<file path="src/rtl/keypad_pkg.sv">
// Shared types, constants and helpers for the 4x4 keypad scan controller
// and the calculator input FSM that consumes its key codes.
package keypad_pkg;

    typedef enum logic [1:0] {
        SCAN = 2'd0,
        HOLD = 2'd1,
        GAP  = 2'd2
    } kp_state_t;

    localparam int KP_ROWS = 4;
    localparam int KP_COLS = 4;

    // Key code = {row_idx, col_idx}; physical layout of the calculator keypad.
    localparam logic [3:0] KEY_1    = 4'h0;
    localparam logic [3:0] KEY_2    = 4'h1;
    localparam logic [3:0] KEY_3    = 4'h2;
    localparam logic [3:0] KEY_A    = 4'h3;
    localparam logic [3:0] KEY_4    = 4'h4;
    localparam logic [3:0] KEY_5    = 4'h5;
    localparam logic [3:0] KEY_6    = 4'h6;
    localparam logic [3:0] KEY_B    = 4'h7;
    localparam logic [3:0] KEY_7    = 4'h8;
    localparam logic [3:0] KEY_8    = 4'h9;
    localparam logic [3:0] KEY_9    = 4'hA;
    localparam logic [3:0] KEY_C    = 4'hB;
    localparam logic [3:0] KEY_STAR = 4'hC;
    localparam logic [3:0] KEY_0    = 4'hD;
    localparam logic [3:0] KEY_HASH = 4'hE;
    localparam logic [3:0] KEY_D    = 4'hF;

    // Pack a row/column pair into the 4-bit key code.
    function automatic logic [3:0] kp_encode(input logic [1:0] row, input logic [1:0] col);
        return {row, col};
    endfunction

    // Index of the lowest asserted row; row 0 wins when several are active.
    function automatic logic [1:0] kp_lowest_row(input logic [KP_ROWS-1:0] rows);
        logic [1:0] idx;
        idx = 2'd0;
        for (int i = KP_ROWS - 1; i >= 0; i--) begin
            if (rows[i]) begin
                idx = 2'(i);
            end
        end
        return idx;
    endfunction

endpackage

</file>
<file path="src/rtl/keypad_scan_ctrl_debounce.sv">
// Per-bit debouncer: two-flop synchronizer followed by a counter that only
// accepts a new level after THRESH consecutive differing samples.
// Deliberately has no reset; the scan dwell time covers its settling.
module debounce #(
    parameter int WIDTH  = 4,
    parameter int THRESH = 3
) (
    input  logic             clk,
    input  logic [WIDTH-1:0] raw,
    output logic [WIDTH-1:0] stable
);

    localparam int CNT_W = $clog2(THRESH + 1);

    logic [WIDTH-1:0] sync1_reg;
    logic [WIDTH-1:0] sync2_reg;

    // Bring the asynchronous pins into the clock domain.
    always_ff @(posedge clk) begin
        sync1_reg <= raw;
        sync2_reg <= sync1_reg;
    end

    generate
        for (genvar gi = 0; gi < WIDTH; gi++) begin : g_bit
            logic [CNT_W-1:0] cnt_reg;
            logic             out_reg;

            // Count consecutive samples that disagree with the accepted level;
            // >= keeps an arbitrary power-up count from getting stuck.
            always_ff @(posedge clk) begin
                if (sync2_reg[gi] == out_reg) begin
                    cnt_reg <= '0;
                end else if (cnt_reg >= CNT_W'(THRESH - 1)) begin
                    out_reg <= sync2_reg[gi];
                    cnt_reg <= '0;
                end else begin
                    cnt_reg <= cnt_reg + CNT_W'(1);
                end
            end

            assign stable[gi] = out_reg;
        end
    endgenerate

endmodule

</file>
<file path="src/rtl/keypad_scan_ctrl.sv">
// 4x4 keypad scanner: walks the columns one-hot, evaluates debounced rows at
// the end of each dwell window and emits one key event per press over a
// valid/ready handshake, flagging presses lost to a busy consumer.
module keypad_scan_ctrl #(
    parameter int DB_THRESH = 3,
    parameter int DWELL     = 8,
    parameter int GAP       = 8
) (
    input  logic       clk,
    input  logic       rst,
    input  logic [3:0] row_raw,
    output logic [3:0] col_drv,
    output logic [3:0] key_code,
    output logic       key_valid,
    input  logic       key_ready,
    input  logic       clr_overrun,
    output logic       overrun,
    output logic       key_held
);

    import keypad_pkg::*;

    localparam int CNT_MAX = (DWELL > GAP) ? DWELL : GAP;
    localparam int CNT_W   = $clog2(CNT_MAX);

    localparam logic [CNT_W-1:0] DWELL_LAST = CNT_W'(DWELL - 1);
    localparam logic [CNT_W-1:0] GAP_LAST   = CNT_W'(GAP - 1);

    localparam logic [1:0] ST_SCAN = keypad_pkg::SCAN;
    localparam logic [1:0] ST_HOLD = keypad_pkg::HOLD;
    localparam logic [1:0] ST_GAP  = keypad_pkg::GAP;

    // The dwell must outlast the debouncer latency, or rows from the previous
    // column could still be visible when this column is evaluated.
    generate
        if (DWELL < DB_THRESH + 4) begin : g_dwell_check
            $error("keypad_scan_ctrl: DWELL must be >= DB_THRESH+4");
        end
    endgenerate

    logic [1:0]       state_reg,     state_next;
    logic [1:0]       col_idx_reg,   col_idx_next;
    logic [CNT_W-1:0] dwell_cnt_reg, dwell_cnt_next;
    logic [3:0]       key_code_reg,  key_code_next;
    logic             key_valid_reg, key_valid_next;
    logic             overrun_reg,   overrun_next;

    logic [KP_ROWS-1:0] row_db;
    logic [1:0]         row_idx;
    logic               event_fire;
    logic               overrun_set;

    debounce #(
        .WIDTH  (KP_ROWS),
        .THRESH (DB_THRESH)
    ) u_debounce (
        .clk    (clk),
        .raw    (row_raw),
        .stable (row_db)
    );

    assign row_idx = kp_lowest_row(row_db);

    // Scan FSM, event capture and sticky overrun next-state logic.
    always_comb begin
        state_next     = state_reg;
        col_idx_next   = col_idx_reg;
        dwell_cnt_next = dwell_cnt_reg;
        key_code_next  = key_code_reg;
        key_valid_next = key_valid_reg;
        overrun_next   = overrun_reg;
        event_fire     = 1'b0;
        overrun_set    = 1'b0;

        case (state_reg)
            ST_SCAN: begin
                if (dwell_cnt_reg == DWELL_LAST) begin
                    if (row_db == '0) begin
                        col_idx_next   = col_idx_reg + 2'd1;
                        dwell_cnt_next = '0;
                    end else begin
                        state_next = ST_HOLD;
                        event_fire = 1'b1;
                    end
                end else begin
                    dwell_cnt_next = dwell_cnt_reg + CNT_W'(1);
                end
            end
            ST_HOLD: begin
                if (row_db == '0) begin
                    state_next     = ST_GAP;
                    dwell_cnt_next = '0;
                end
            end
            ST_GAP: begin
                if (row_db != '0) begin
                    dwell_cnt_next = '0;
                end else if (dwell_cnt_reg == GAP_LAST) begin
                    col_idx_next   = col_idx_reg + 2'd1;
                    dwell_cnt_next = '0;
                    state_next     = ST_SCAN;
                end else begin
                    dwell_cnt_next = dwell_cnt_reg + CNT_W'(1);
                end
            end
            default: begin
                state_next     = ST_SCAN;
                dwell_cnt_next = '0;
            end
        endcase

        // Consumer handshake retires the pending event.
        if (key_valid_reg && key_ready) begin
            key_valid_next = 1'b0;
        end

        // A new press loads only if the slot is free or being freed this cycle.
        if (event_fire) begin
            if (!key_valid_reg || key_ready) begin
                key_code_next  = kp_encode(row_idx, col_idx_reg);
                key_valid_next = 1'b1;
            end else begin
                overrun_set = 1'b1;
            end
        end

        // Set takes priority over clear so a drop is never lost.
        if (overrun_set) begin
            overrun_next = 1'b1;
        end else if (clr_overrun) begin
            overrun_next = 1'b0;
        end
    end

    // State registers with synchronous reset.
    always_ff @(posedge clk) begin
        if (rst) begin
            state_reg     <= ST_SCAN;
            col_idx_reg   <= 2'd0;
            dwell_cnt_reg <= '0;
            key_code_reg  <= 4'd0;
            key_valid_reg <= 1'b0;
            overrun_reg   <= 1'b0;
        end else begin
            state_reg     <= state_next;
            col_idx_reg   <= col_idx_next;
            dwell_cnt_reg <= dwell_cnt_next;
            key_code_reg  <= key_code_next;
            key_valid_reg <= key_valid_next;
            overrun_reg   <= overrun_next;
        end
    end

    assign col_drv   = 4'b0001 << col_idx_reg;
    assign key_code  = key_code_reg;
    assign key_valid = key_valid_reg;
    assign overrun   = overrun_reg;
    assign key_held  = (state_reg == ST_HOLD);

endmodule

</file>
<file path="config.mk">
export PLATFORM = sky130hd
export DESIGN_NAME = keypad_scan_ctrl
export DESIGN_NICKNAME = d
export VERILOG_FILES = /design/src/rtl/keypad_pkg.sv /design/src/rtl/keypad_scan_ctrl_debounce.sv /design/src/rtl/keypad_scan_ctrl.sv
export SDC_FILE = /design/constraint.sdc
export NUM_CORES = 1
export LEC_CHECK = 0
export CORE_MARGIN = 5
export CORE_UTILIZATION = 47
export CTS_CLUSTER_DIAMETER = 80
export DETAILED_ROUTE_END_ITERATION = 10
export PLACE_DENSITY_LB_ADDON = 0.15
export SYNTH_ARGS = -nofsm -noshare
export SYNTH_HDL_FRONTEND = slang
export SYNTH_SLANG_ARGS = --single-unit
</file>
<file path="constraint.sdc">
create_clock -name clk -period 1.5 [get_ports clk]
set_input_delay 0.375 -clock clk [delete_from_list [all_inputs] [get_ports clk]]
set_output_delay 0.375 -clock clk [all_outputs]
set_load 0.01 [all_outputs]
</file>
# == Yosys cells after proc, flatten, opt, wreduce, memory -nomap -nowiden ==
# Index checks and enable logic that the tools add are counted.
# op_classes
muxes,30
reduce_logical,19
order_cmp,4
addsub,6
n_shift,1
n_bitwise,4
eq_ne,13
# ops
operator,count
$mux W2,13
$mux W3,4
$add A2 B1 Y2 const B,5
$mux W1,10
$ne A2 B2 Y1 const B,5
$reduce_and A2 Y1,5
$reduce_and A5 Y1,2
$pmux W3 S3,1
$ge A2 B2 Y1 const B,4
$reduce_or A2 Y1,4
$pmux W2 S3,1
$eq A1 B1 Y1,4
$logic_not A4 Y1,1
$not A1 Y1,4
$pmux W2 S2,1
$reduce_bool A2 Y1,2
$reduce_bool A4 Y1,1
$shl A1 B2 Y4 const A,1
$add A3 B1 Y3 const B,1
$eq A3 B3 Y1 const B,1
$eq A2 B1 Y1 const B,1
$eq A2 B2 Y1 const B,1
$logic_not A2 Y1,1
$ne A2 B1 Y1 const B,1
other kinds (3),3
# totals
reg_bits,33
input_bits,8

# == Longest topological paths before layout ==
# logic_depth
depth_word,6
ltp_mapped,6
ltp_nobuf,5

# == Modules after synthesis ==
# Synthesis repeated with hierarchy kept, for this count alone.
# unflattened
cells_unflattened,131
area_unflattened_um2,1363.8
# by_module_without_submodules
mod,seq_area_each_um2,cells_each,area_each_um2,instances
keypad_scan_ctrl,260.2,79,713.2,1
debounce,440.4,52,650.6,1

# == Least setup slack after synthesis ==
# No wires, ideal clock.
# synth_timing
path_type,reg-to-reg
start,register u_debounce.g_bit[0].out_reg
end,register key_code_reg[2] (netlist: key_code[2])
period_less_slack_ns,1.627
slack_ns,-0.127
stages_incl_launch_ff,6
arrival_ns,1.504
cell_sequence,edfxtp_1 > or4_1 > buf_2 > and4b_1 > buf_2 > mux2i_1
# synth_via
elab_chain_cells,5
elab_cells_between_ends,6
cone_classes,mux (4); reduce/logical (2)
# synth_lines
element,line_no,source
from (decl),keypad_scan_ctrl_debounce.sv:27,logic out_reg;
from (signal assigned),keypad_scan_ctrl_debounce.sv:35,out_reg <= sync2_reg[gi];
$logic_not A4 Y1,keypad_scan_ctrl.sv:78,if (row_db == '0) begin
$mux W1,keypad_scan_ctrl.sv:78,
$mux W1,keypad_scan_ctrl.sv:77,if (dwell_cnt_reg == DWELL_LAST) begin
$mux W1,keypad_scan_ctrl.sv:75,case (state_reg)
$reduce_and A2 Y1 (no source line),n/a,
to (signal assigned),keypad_scan_ctrl.sv:148,key_code_reg <= key_code_next;
to (decl),keypad_scan_ctrl.sv:44,"logic [3:0] key_code_reg, key_code_next;"
# Parallel ways exist; a longest one is shown, timed or not.
# A chain may end at the register's enable or synchronous reset.

# == Worst setup path after layout ==
# layout_timing
start,register u_debounce.g_bit[3].out_reg
end,register key_code_reg[2] (netlist: key_code[2])
# layout_via
elab_chain_cells,5
elab_cells_between_ends,9
cone_classes,mux (7); reduce/logical (2)
# layout_lines
element,line_no
from (decl),keypad_scan_ctrl_debounce.sv:27
from (signal assigned),keypad_scan_ctrl_debounce.sv:35
$logic_not A4 Y1,keypad_scan_ctrl.sv:78
$mux W1,keypad_scan_ctrl.sv:78
$mux W1,keypad_scan_ctrl.sv:77
$mux W1,keypad_scan_ctrl.sv:75
$reduce_and A2 Y1 (no source line),n/a
# Parallel ways exist; a longest one is shown, timed or not.

==> flow_summary.json <==
{
  "synth-xor-area-share_pct": 2.63,
  "initialDrtViolationCount": 32,
  "max_freq_mhz": 670,
  "syn_nets": 148,
  "ys_top_cells_by_area": "dfxtp_1 44%, ha_1 9.4%, edfxtp_1 9.0%, nand2b_1 6.6%, nor2_1 5.3%",
  "yosysWarnings": 0,
  "grt_pass1_wl_mm": 4.20,
  "rsz0062_at_grt": "yes",
  "netlist.area_leader.share_pct": 43.5,
  "synth_area_per_cell_um2": 10.3,
  "overflow": 0,
  "coreArea_um2": 2730,
  "grt_use_total_pct": 13.2,
  "maxSlewViolCount": 0,
  "fin_cells": 198,
  "top_layer_used": "met4",
  "nets": 184,
  "grt_max_degree": 15,
  "power_frac_clock_pct": 30.4,
  "power.density_nw_per_um2": 1250,
  "setup_violations": 0,
  "pre_cts_slack_ns": -0.134,
  "final_hold_viol_count": 0,
  "area_growth_pct": 34.2,
  "fin_ws_ns": 0.00830,
  "cts_tree": "done",
  "holdBufCountCts": 0,
  "diodes": 0,
  "final_area_um2": 1790,
  "place_congestion": 0.778,
  "yosys.cell_types.count": 27,
  "io_pins": 19,
  "via_per_inst": 4.99,
  "num-fill-cells": 219,
  "htreeDepth": 2,
  "syn_inst": 130,
  "placed_area_um2": 1660,
  "finish.utilization_pct": 65.5,
  "synthMostInstantiatedCell": "dfxtp_1",
  "end_kind": "flip-flop",
  "hold_ws_ns": 0.334,
  "synth_compound_area_share_pct": 5.63,
  "ys_seq_elements": 33,
  "synth_common_cells": "29 x dfxtp_1, 19 x nor2_1, 14 x nand2b_1",
  "layout_worst_path_cycle_share_pct": 99.4,
  "synth-simple-area-share_pct": 23.3,
  "power_frac_seq_pct": 49.9,
  "wl_met3_um": 156,
  "tightest_slew_ns": 0.229,
  "hold_path.class": "reg2reg",
  "cts_sinks": 33,
  "drv_cap": 0,
  "dr.pass1.iters": 4,
  "vias": 988,
  "power_mw": 2.23,
  "num_rows": 19,
  "antenna_found_initial": 0,
  "die_h_um": 63.3,
  "finClkSkew_ns": 0.00925,
  "synth_fa_ha_area_share_pct": 9.38,
  "wl_met1_mm": 1.01,
  "yosysTopAreaCell": "dfxtp_1",
  "largest_reg_flops": 8,
  "drt_wl_total_mm": 2.32,
  "grt_pass1_vias": 1004,
  "synth_area_um2": 1330,
  "synth_edf_count": 4,
  "outcome": "finished, final reports clean",
  "peakVddDrop_mv": 1.05,
  "wl_met2_mm": 1.10,
  "clk_pin_slew_ns": 0.09,
  "placedCellCount": 188,
  "setup.worst_path.start": "u_debounce.g_bit[3].out_reg",
  "cts_root_buffer": "clkbuf_4",
  "worstSkewPairLatency_ns": 0.33,
  "start_util_pct": 48.8,
  "synthMuxAreaShare_pct": 3.00,
  "slew_headroom_pct": 84.6,
  "numCtsBuffers": 5,
  "synth_seq_area_share_pct": 52.5,
  "die_area_um2": 4000,
  "combPwrFrac_pct": 19.7,
  "ys.flop_type": "dfxtp_1",
  "crit_fanout": 5,
  "clockBufferDepth": 2,
  "rr_startpoint": "u_debounce.g_bit[3].out_reg",
  "drive_gt1_share_pct": 26.9,
  "critPathLaunchType": "flip-flop",
  "p_switching_uw": 574,
  "post-dp-hpwl_mm": 1.75,
  "routedWlPerCell_um": 11.7,
  "leakage_nw": 0.733,
  "netSwitchingFraction_pct": 25.7,
  "synthArstFlopShare_pct": 0,
  "die_x_um": 63.3,
  "hp-start": "u_debounce.sync1_reg[3]",
  "worst-setup-path-type": "reg2reg",
  "intPower_mw": 1.66,
  "tns_ns": 0,
  "cp.arrival_ns": 1.71,
  "post-route-min-period_ns": 1.49,
  "portBuffers": 18,
  "crit_required_ns": 1.72,
  "final_antenna_net_count": 0,
  "synth_top_family_by_area": "simple AND/OR/NAND/NOR gates",
  "route.detailed.drc": 0
}
==> power by group through the flow <==
stage | clock (mW) | sequential [mW] | combinational [mW]
5_1_grt | 0.749 | 1.14 | 0.517
3_3_place_gp | 0 | 1.13 | 0.399
4_1_cts | 0.698 | 1.12 | 0.440
3_5_place_dp | 0 | 1.14 | 0.434
6_report | 0.678 | 1.11 | 0.439
2_1_floorplan | 0 | 1.14 | 0.297
==> path summary, 6_finish.rpt <==
path / end / slack, ns / depth (start not counted)
worst max register to register: key_code[2] / 0.008 / 3
worst max-delay path: key_code[2] / 0.008 / 3
worst min-delay path: u_debounce.sync2_reg[3] / 0.33 / 0
worst min register to register: u_debounce.sync2_reg[3] / 0.33 / 0
==> kinds of logic (layout without fill, tap and decap cells) <==
group / Yosys count / after routing
simple gates: 54 / 54
flops: 33 / 33
xor+xnor: 4 / 4
buf+inv: 12 / 49
compound gates: 13 / 13
mux: 4 / 4
fa+ha+maj: 10 / 10
==> layer usage <==
metal	GRT usage [%]	up-vias
li1	-	518
met5	0	-
met4	6.23	0
met2	22.4	27
met3	6.39	5
met1	13.5	438
==> layout make-up <==
class	count	area [um2]	share of cell area (%)
inverter	7	26.3	1.47
multi-input combinational	85	656	36.6
sequential	33	711	39.7
tap	31	38.8	2.17
timing repair buffer	34	274	15.3
clock buffer	7	55.1	3.07
clock inverter	1	30.0	1.68
==> critical path: stages, from the launching register on <==
cell	delay (ns)
edfxtp_1	0.40
or4_4	0.58
and4b_2	0.29
mux2i_1	0.13
==> repair_timing <==
item,4_1_cts,5_1_grt
endpoints found under the setup margin,18,14
resized for setup,29,13
pin swaps,2,2
buffers inserted,1,1
==> cells in the final DEF, fill, tap and decap left out, types with 2 or more instances in the layout <==
master | netlist | layout
dlygate4sd2_1 | 0 | 6
dfxtp_1 | 29 | 25
ha_1 | 10 | 8
clkdlybuf4s50_1 | 0 | 7
dfxtp_2 | 0 | 2
nand2b_1 | 14 | 13
clkbuf_4 | 0 | 5
nand4b_1 | 2 | 2
a21oi_1 | 6 | 5
nand4_1 | 2 | 2
mux2i_1 | 4 | 4
buf_2 | 2 | 3
ha_4 | 0 | 2
edfxtp_1 | 4 | 4
nor2_1 | 19 | 19
nor4_1 | 4 | 4
xnor2_1 | 4 | 4
dfxtp_4 | 0 | 2
or3_1 | 3 | 2
or4_1 | 3 | 2
buf_4 | 0 | 16
inv_1 | 7 | 6
Power figures use the tool's default switching activity.
